[config.mk]
export PLATFORM = sky130hd
export DESIGN_NAME = execute_stage
export DESIGN_NICKNAME = d
export VERILOG_FILES = /design/src/rtl/y86_pkg.sv /design/src/rtl/alu_64.sv /design/src/rtl/execute_stage.sv
export SDC_FILE = /design/constraint.sdc
export NUM_CORES = 1
export LEC_CHECK = 0
export CAP_MARGIN = 10
export CORE_MARGIN = 5
export CORE_UTILIZATION = 30
export DETAILED_ROUTE_END_ITERATION = 16
export GPL_TIMING_DRIVEN = 0
export SYNTH_ARGS = -nofsm -noshare
export SYNTH_HDL_FRONTEND = slang
export SYNTH_SLANG_ARGS = --single-unit
[constraint.sdc]
create_clock -name clk -period 6 [get_ports clk]
set_input_delay 0.9 -clock clk [delete_from_list [all_inputs] [get_ports clk]]
set_output_delay 0.9 -clock clk [all_outputs]
set_load 0.01 [all_outputs]
[src/rtl/y86_pkg.sv]
// Shared Y86-64 encodings and datapath width for the pipeline stages.
// Instruction, status, ALU-function and condition codes all live here.
package y86_pkg;

   localparam int WORD = 64;

   localparam logic [3:0] RNONE = 4'hF;

   localparam logic [3:0] I_HALT   = 4'h0;
   localparam logic [3:0] I_NOP    = 4'h1;
   localparam logic [3:0] I_CMOVXX = 4'h2;
   localparam logic [3:0] I_IRMOVQ = 4'h3;
   localparam logic [3:0] I_RMMOVQ = 4'h4;
   localparam logic [3:0] I_MRMOVQ = 4'h5;
   localparam logic [3:0] I_OPQ    = 4'h6;
   localparam logic [3:0] I_JXX    = 4'h7;
   localparam logic [3:0] I_CALL   = 4'h8;
   localparam logic [3:0] I_RET    = 4'h9;
   localparam logic [3:0] I_PUSHQ  = 4'hA;
   localparam logic [3:0] I_POPQ   = 4'hB;

   localparam logic [2:0] S_AOK = 3'd1;
   localparam logic [2:0] S_HLT = 3'd2;
   localparam logic [2:0] S_ADR = 3'd3;
   localparam logic [2:0] S_INS = 3'd4;

   localparam logic [3:0] ALU_ADD = 4'h0;
   localparam logic [3:0] ALU_SUB = 4'h1;
   localparam logic [3:0] ALU_AND = 4'h2;
   localparam logic [3:0] ALU_XOR = 4'h3;

   localparam logic [3:0] C_ALWAYS = 4'h0;
   localparam logic [3:0] C_LE     = 4'h1;
   localparam logic [3:0] C_L      = 4'h2;
   localparam logic [3:0] C_E      = 4'h3;
   localparam logic [3:0] C_NE     = 4'h4;
   localparam logic [3:0] C_GE     = 4'h5;
   localparam logic [3:0] C_G      = 4'h6;

   // Stack pointer adjustment for call/push (negated) and ret/pop.
   localparam logic [WORD-1:0] STACK_STEP = 64'd8;

endpackage

[src/rtl/alu_64.sv]
// Combinational 64-bit ALU: add, sub, and, xor with zero/sign/overflow flags.
// Unknown function codes fall back to add.
module alu_64
   import y86_pkg::*;
(
   input  logic [WORD-1:0] aluA,
   input  logic [WORD-1:0] aluB,
   input  logic [3:0]      fun,
   output logic [WORD-1:0] valE,
   output logic            zf,
   output logic            sf,
   output logic            of
);

   logic [WORD-1:0] sum;
   logic [WORD-1:0] diff;
   logic [WORD-1:0] and_bits;
   logic [WORD-1:0] xor_bits;

   assign sum  = aluB + aluA;
   assign diff = aluB - aluA;

   genvar gi;
   generate
      for (gi = 0; gi < WORD; gi++) begin : g_logic
         assign and_bits[gi] = aluA[gi] & aluB[gi];
         assign xor_bits[gi] = aluA[gi] ^ aluB[gi];
      end
   endgenerate

   always_comb begin
      valE = sum;
      of   = (aluA[WORD-1] == aluB[WORD-1]) && (sum[WORD-1] != aluA[WORD-1]);
      case (fun)
         ALU_SUB: begin
            valE = diff;
            of   = (aluA[WORD-1] != aluB[WORD-1]) && (diff[WORD-1] != aluB[WORD-1]);
         end
         ALU_AND: begin
            valE = and_bits;
            of   = 1'b0;
         end
         ALU_XOR: begin
            valE = xor_bits;
            of   = 1'b0;
         end
         default: ;
      endcase
   end

   assign zf = (valE == '0);
   assign sf = valE[WORD-1];

endmodule

[src/rtl/execute_stage.sv]
// Y86-64 Execute stage: operand selection, ALU, condition codes, branch/cmov
// condition and the M pipeline register.
module execute_stage
   import y86_pkg::*;
(
   input  logic            clk,
   input  logic            reset,
   input  logic [2:0]      E_stat,
   input  logic [3:0]      E_icode,
   input  logic [3:0]      E_ifun,
   input  logic [WORD-1:0] E_valC,
   input  logic [WORD-1:0] E_valA,
   input  logic [WORD-1:0] E_valB,
   input  logic [3:0]      E_dstE,
   input  logic [3:0]      E_dstM,
   input  logic [2:0]      m_stat,
   input  logic [2:0]      W_stat,
   input  logic            M_bubble,
   output logic [WORD-1:0] e_valE,
   output logic [3:0]      e_dstE,
   output logic            e_Cnd,
   output logic [2:0]      M_stat,
   output logic [3:0]      M_icode,
   output logic            M_Cnd,
   output logic [WORD-1:0] M_valE,
   output logic [WORD-1:0] M_valA,
   output logic [3:0]      M_dstE,
   output logic [3:0]      M_dstM
);

   logic [WORD-1:0] alu_a;
   logic [WORD-1:0] alu_b;
   logic [3:0]      alu_fun;
   logic            alu_zf;
   logic            alu_sf;
   logic            alu_of;

   logic            zf_reg;
   logic            sf_reg;
   logic            of_reg;
   logic            set_cc;
   logic            cnd;

   logic [2:0]      M_stat_reg;
   logic [3:0]      M_icode_reg;
   logic            M_Cnd_reg;
   logic [WORD-1:0] M_valE_reg;
   logic [WORD-1:0] M_valA_reg;
   logic [3:0]      M_dstE_reg;
   logic [3:0]      M_dstM_reg;

   always_comb begin
      alu_a = '0;
      case (E_icode)
         I_OPQ, I_CMOVXX:                alu_a = E_valA;
         I_IRMOVQ, I_RMMOVQ, I_MRMOVQ:   alu_a = E_valC;
         I_CALL, I_PUSHQ:                alu_a = -STACK_STEP;
         I_RET, I_POPQ:                  alu_a = STACK_STEP;
         default:                        alu_a = '0;
      endcase
   end

   always_comb begin
      alu_b = '0;
      case (E_icode)
         I_OPQ, I_RMMOVQ, I_MRMOVQ, I_CALL, I_PUSHQ, I_RET, I_POPQ: alu_b = E_valB;
         default:                                                   alu_b = '0;
      endcase
   end

   assign alu_fun = (E_icode == I_OPQ) ? E_ifun : ALU_ADD;

   alu_64 u_alu (
      .aluA (alu_a),
      .aluB (alu_b),
      .fun  (alu_fun),
      .valE (e_valE),
      .zf   (alu_zf),
      .sf   (alu_sf),
      .of   (alu_of)
   );

   // Condition is judged on the flags left by the previous OPq, not this one.
   always_comb begin
      cnd = 1'b0;
      case (E_ifun)
         C_ALWAYS: cnd = 1'b1;
         C_LE:     cnd = (sf_reg ^ of_reg) | zf_reg;
         C_L:      cnd = sf_reg ^ of_reg;
         C_E:      cnd = zf_reg;
         C_NE:     cnd = ~zf_reg;
         C_GE:     cnd = ~(sf_reg ^ of_reg);
         C_G:      cnd = ~(sf_reg ^ of_reg) & ~zf_reg;
         default:  cnd = 1'b0;
      endcase
   end

   assign e_Cnd  = cnd;
   assign e_dstE = (E_icode == I_CMOVXX && !cnd) ? RNONE : E_dstE;

   // An exception downstream must not let later instructions alter the flags.
   assign set_cc = (E_icode == I_OPQ) && (m_stat == S_AOK) && (W_stat == S_AOK);

   always_ff @(posedge clk) begin
      if (reset) begin
         zf_reg <= 1'b1;
         sf_reg <= 1'b0;
         of_reg <= 1'b0;
      end else if (set_cc) begin
         zf_reg <= alu_zf;
         sf_reg <= alu_sf;
         of_reg <= alu_of;
      end
   end

   always_ff @(posedge clk) begin
      if (reset || M_bubble) begin
         M_stat_reg  <= S_AOK;
         M_icode_reg <= I_NOP;
         M_Cnd_reg   <= 1'b0;
         M_valE_reg  <= '0;
         M_valA_reg  <= '0;
         M_dstE_reg  <= RNONE;
         M_dstM_reg  <= RNONE;
      end else begin
         M_stat_reg  <= E_stat;
         M_icode_reg <= E_icode;
         M_Cnd_reg   <= cnd;
         M_valE_reg  <= e_valE;
         M_valA_reg  <= E_valA;
         M_dstE_reg  <= e_dstE;
         M_dstM_reg  <= E_dstM;
      end
   end

   assign M_stat  = M_stat_reg;
   assign M_icode = M_icode_reg;
   assign M_Cnd   = M_Cnd_reg;
   assign M_valE  = M_valE_reg;
   assign M_valA  = M_valA_reg;
   assign M_dstE  = M_dstE_reg;
   assign M_dstM  = M_dstM_reg;

endmodule

After elaboration in Yosys (flattened, before gate mapping)

Cells that the tools add are included.
Widths: inputs -> output; s select.

Bitwise logic cells: 133
Eq/ne operators: 24
Muxes and demuxes: 7
Reduce and logical (&&, ||, !) cells: 15
$add $sub $neg: 2

Operator list:

| kind               | count |
|---|---|
| $pmux 64 s4        | 1 |
| $pmux 64 s3        | 1 |
| $and 1x1->1        | 65 |
| $xor 1x1->1        | 65 |
| $add 64x64->64     | 1 |
| $logic_not 64->1   | 1 |
| $mux 64            | 1 |
| $sub 64x64->64     | 1 |
| $eq 4x2->1 const B | 6 |
| $eq 4x3->1 const B | 6 |
| $eq 4x4->1 const B | 4 |
| $eq 4x1->1 const B | 2 |
| $mux 4             | 2 |
| $reduce_or 2->1    | 4 |
| $pmux 1 s7         | 1 |
| $reduce_or 7->1    | 1 |
| $eq 3x1->1 const B | 2 |
| $logic_and 1x1->1  | 5 |
| $logic_not 4->1    | 1 |
| $ne 1x1->1         | 3 |
| $reduce_or 3->1    | 1 |
| $not 1->1          | 2 |
| $pmux 1 s2         | 1 |
| $eq 1x1->1         | 1 |
| 3 further kinds    | 3 |

Output and inout port bits: 213
Input port bits: 220
Logic and storage cells: 191
Flip-flop bits (word level): 147

Longest topological paths before layout

Depth in word-level cells: 7
Mapped depth: 22
Gate-level depth less buffers: 20

Cells and area by module

A second synthesis with hierarchy kept.

Cell total of the unflattened synthesis: 2231
Area, all modules: 16204.3 um^2

Modules (own cells, without submodules):

| module        | sequential area each (um^2) | times used | area each (um^2) | cells an instance |
|---|---|---|---|---|
| alu_64        | 0.0                         | 1          | 10744.1          | 1727 |
| execute_stage | 2942.8                      | 1          | 5460.2           | 504 |

Least setup slack after synthesis

No wires, ideal clock.

Path type: input to output
Start: input port E_icode[2]
End: output port e_valE[63]
Cell stages on the path: 18
Required time: 5.100 ns
Arrival time: 5.127 ns
Path buffers: 3
Setup slack: -0.027 ns
Cell sequence: inv_1 -> mux2_2 -> nor2_1 -> clkbuf_1 -> a221o_1 -> ha_1 -> buf_2 -> inv_1 -> o31a_1 -> a2111oi_0 -> o21ai_0 -> o31ai_1 -> a21bo_2 -> a221oi_1 -> o311a_1 -> mux2i_1 -> a221oi_1 -> buf_4

Cells in the longest elaborated chain, start to end: 5
Elaborated cells between the ends (all ways): 25
Classes of those cells: add/sub: 2; eq/ne: 12; mux: 4; bitwise: 2; reduce/logical: 5

Ends and longest elaborated chain:

| item                                    | RTL line                                 | source |
|---|---|---|
| from (decl)                             | execute_stage.sv:9                       | `input logic [3:0] E_icode,` |
| $eq 4x3->1 (tied with other cells)      | execute_stage.sv:54, execute_stage.sv:65 |  |
| $reduce_or 3->1 (tied with other cells) | execute_stage.sv:54                      | `case (E_icode)` |
| $pmux 64 s4 or $mux 64 (tied branches)  | execute_stage.sv:54, execute_stage.sv:65 |  |
| $add 64x64->64 (tied with other cells)  | alu_64.sv:20                             | `assign sum = aluB + aluA;` |
| $pmux 64 s3 (*)                         | alu_64.sv:34                             | `case (fun)` |
| to (decl)                               | execute_stage.sv:19                      | `output logic [WORD-1:0] e_valE,` |

Every way passes the cells marked *; elsewhere a longest branch is shown, timed or not.

Final worst setup path

Start: input port E_icode[0]
End: output port e_valE[63]

The elaborated chain is that of the path after synthesis.

==> reports/qor.txt <==
Post-Place Cells = 3,411
Number of buffer and inverter stages on the critical path = 7
Number of max-capacitance violations reported = 0
Syn nets = 2,619
Dominant cell type by area after synthesis = dfxtp_1
Endpoint type of the worst setup path = output pin
Post-detailed-route DRC marker count = 0
Skew final = 0.008808 ns
FMAX = 156.9 MHz
Outcome = finished with violations
Worst-Skew Late Latency = 0.50 ns
Number of antenna violations at the first check in global routing = 5
Final-report max-slew violation count = 0
Slew Limit Headroom = 11.53%
Number of port buffers = 432
Number of cells on the critical path = 21
Core area = 0.05381 mm2
Post-CTS clock slew at the launch and capture registers of the worst setup and hold paths = 0.08 ns
Chip height = 243.1 um
Total Routed Length = 111,500 um
Global-route wire length before repair = 155,800 um
Die outline area = 0.05911 mm2
Areal power density over the cells = 202.5 mW/mm2
Pin count of the biggest net entering global routing = 19
Synth Flop Type = dfxtp_1
Clk buf depth = 2
Overflow after GRT = 0
Final Net Count = 3,276
Final Critical Period = 6.375 ns
EDFF count, synth = 0
Data arrival time at the worst-slack endpoint = 5.48 ns
CTS H-tree lvls = 4
First-pass DRT Iterations = 6
Max incr delay on CP = 0.49 ns
Average wire per cell in the routed design = 30.66 um
Least-Margin Pin Slew = 1.327 ns
Utilization after layout = 51.50%
Critical path class = primary input to output pin
Syn-to-layout area delta = 69.98%
Synthesized instance count = 2,270
Cell chosen for the clock root = clkbuf_16
Startpoint type of the worst setup path = primary input
Clk sinks = 147
Period utilisation layout = 106.3%
Non-filler cells in the finished layout = 3,637
Sequential fraction of the synthesis area = 18.05%
Fraction of final layout cells sized beyond drive strength 1 = 27.93%
Total count of hold-check failures in the final report = 0
TritonCTS clock tree = yes
CP max stage cell = or4_4
Share of synthesized registers carrying an async set or reset = 0%
Kind of cell adding the most delay to the critical path = compound AO/OA/AOI/OAI gates
Worst Reg2Reg Path Length in Cells = 6
Ports placed on the boundary = 433
Half-perimeter wire length of the detailed placement result = 87,980 um
Effective utilization at floorplan = 30.30%
Count of routing violations after the opening detailed-route iteration = 2,405
Number of global-route vias before repair = 21,540
Worst supply voltage drop on vdd = 0.2289 mV
Drt via density = 6.076
Total clock buffers created by CTS = 17
Post-synthesis register bit count = 147
Sum of negative setup slack = -2.914 ns
Unrepaired setup endpoints after global routing = true
Post-synthesis cell type count = 94
Die X = 243.1 um
Ordered cell list for the critical path = buf_12 > nand2_4 > mux2_4 > nor2_4 > buf_6 > buf_16 > clkbuf_16 > a221o_1 > ha_4 > buf_6 > clkinvlp_4 > a21oi_2 > o31ai_2 > or4_4 > nor4_4 > o21ai_2 > a21oi_2 > o31a_1 > mux2i_2 > a221oi_4 > buf_2
Total standard cell area after synthesis = 0.01630 mm2
Path category of the worst min-delay check = register to register
Number of fillers in the final layout = 5,147
Number of synthesis warnings = 0
Fin worst setup slack = -0.3751 ns
Cell with the most instances after synthesis = nor2_1
Critical path data required time = 5.10 ns
Synth cell count leaders = nor2_1 (194), a21oi_1 (193), inv_1 (163)
Area share of the leading cell type in the synthesized netlist = 18.05%
Global-route usage over all layers = 35.60%
Setup violations, final = 23
Detail Route Antenna Nets = 0
Detailed-route via count = 22,100
Hold Path Depth = 2
Post-synthesis area per instance = 7.183 um2
Synth top area cells = dfxtp_1 (18%), ha_1 (9.7%), a21oi_1 (5.9%)
Leakage power = 0.01084 uW
Violated checks = setup timing
Total number of placement rows = 85
Worst-path maximum fanout = 10
Last weighted congestion value of the routability-driven placer = 1.028
[placed cells by master, fill, tap and decap left out, drive strengths merged, types with 12 or more instances in the layout]
cell type      synthesis  layout
o211ai                32      32
o21a                  23      23
a211oi                39      39
or2                   12      12
clkbuf               104     117
nor3                  56      56
or3                   21      21
o22ai                 13      13
a21oi                193     193
o221ai                13      13
o21bai                18      18
mux2i                 32      32
a221o                 53      53
nand2                130     130
nand3                 55      55
a2111oi               13      13
a221oi                32      32
nor2b                100     100
inv                  164     164
o21ai                132     132
buf                   34     274
dfxtp                147     147
ha                   127     127
o31a                  13      13
xnor2                 44      44
nand2b                39      39
a31oi                 20      20
nand4                 32      32
nor2                 195     195
nor4                  29      29
and2                 120     120
or4                   13      13
o31ai                 35      35
a21o                  33      33
clkdlybuf4s50          0     385
[timing repair]
item / 4_1_cts / 5_1_grt
gates cloned: 4 / 0
setup buffers: 130 / 69
hold buffers: 0 / 0
gates resized for setup: 729 / 276
endpoints found under the setup margin: 118 / 53
hold endpoints to repair: 0 / 0
pin swaps: 132 / 117
[metrics by stage]
step / setup WS (ns) / instance area, um2 / hold slack (ns) / total power, uW
after floorplan: 0.05624 / 16310 / 0.4297 / 2356
after global placement: -5.063 / 21500 / 0.4537 / 3506
after detailed placement: -4.117 / 21710 / 0.4535 / 3529
after CTS: -0.3600 / 26150 / 0.4712 / 5283
after global routing: -0.3942 / 27710 / 0.4931 / 5800
final: -0.3751 / 27710 / 0.4789 / 5612
[where the power goes]
group          switching (uW)  internal, uW  leakage (uW)  total [uW]
Sequential               14.7          1030       0.00121        1040
Combinational            1980          1430       0.00935        3410
Clock                     595           563      0.000289        1160
[routing by layer]
layer,share of wire [%],global-route usage [%]
met1,41,46.18
met2,42,55.31
met3,10,9.483
met5,0,0
met4,6.1,16.31
[worst reg2reg max path: stages, from the launching register on]
cell      delay [ns]
dfxtp_1         0.33
xnor2_1         0.27
o21ai_0         0.12
a221oi_1        0.55
o211ai_1        0.25
nand2b_1        0.15
nand2b_1        0.11
[cell families (layout without fill, tap and decap cells)]
group	Yosys count	in the layout	share of synthesized area, %
muxes	34	34	2.103
and+or+nand+nor	842	842	27.23
xor gates and xnor gates	46	46	2.471
AOI/OAI and AO/OA	768	768	32.89
DFF	147	147	18.05
other	0	1	0
adders and majority gates	129	129	9.992
buffers and inverters	304	974	7.267
[final cells by class]
cell class	count	area (um2)	share of cell area (%)
Sequential cell	147	2943	10.62
Tap cell	696	870.8	3.142
Buffer	129	1115	4.023
Multi-Input combinational cell	1819	15360	55.44
Antenna cell	1	2.502	0.009029
Inverter	166	664.4	2.397
Clock inverter	15	183.9	0.6637
Timing Repair Buffer	647	6145	22.17
Clock buffer	17	425.4	1.535
[worst paths after layout]
| kind | startpoint | end | slack (ns) |
|---|---|---|---|
| hold / removal | zf_reg | zf_reg | 0.48 |
| setup / recovery | E_icode[0] | e_valE[63] | -0.38 |
| setup reg to reg | of_reg | M_dstE[2] | 4.16 |
| hold reg to reg | zf_reg | zf_reg | 0.48 |
(Power assumes the default switching activity.)
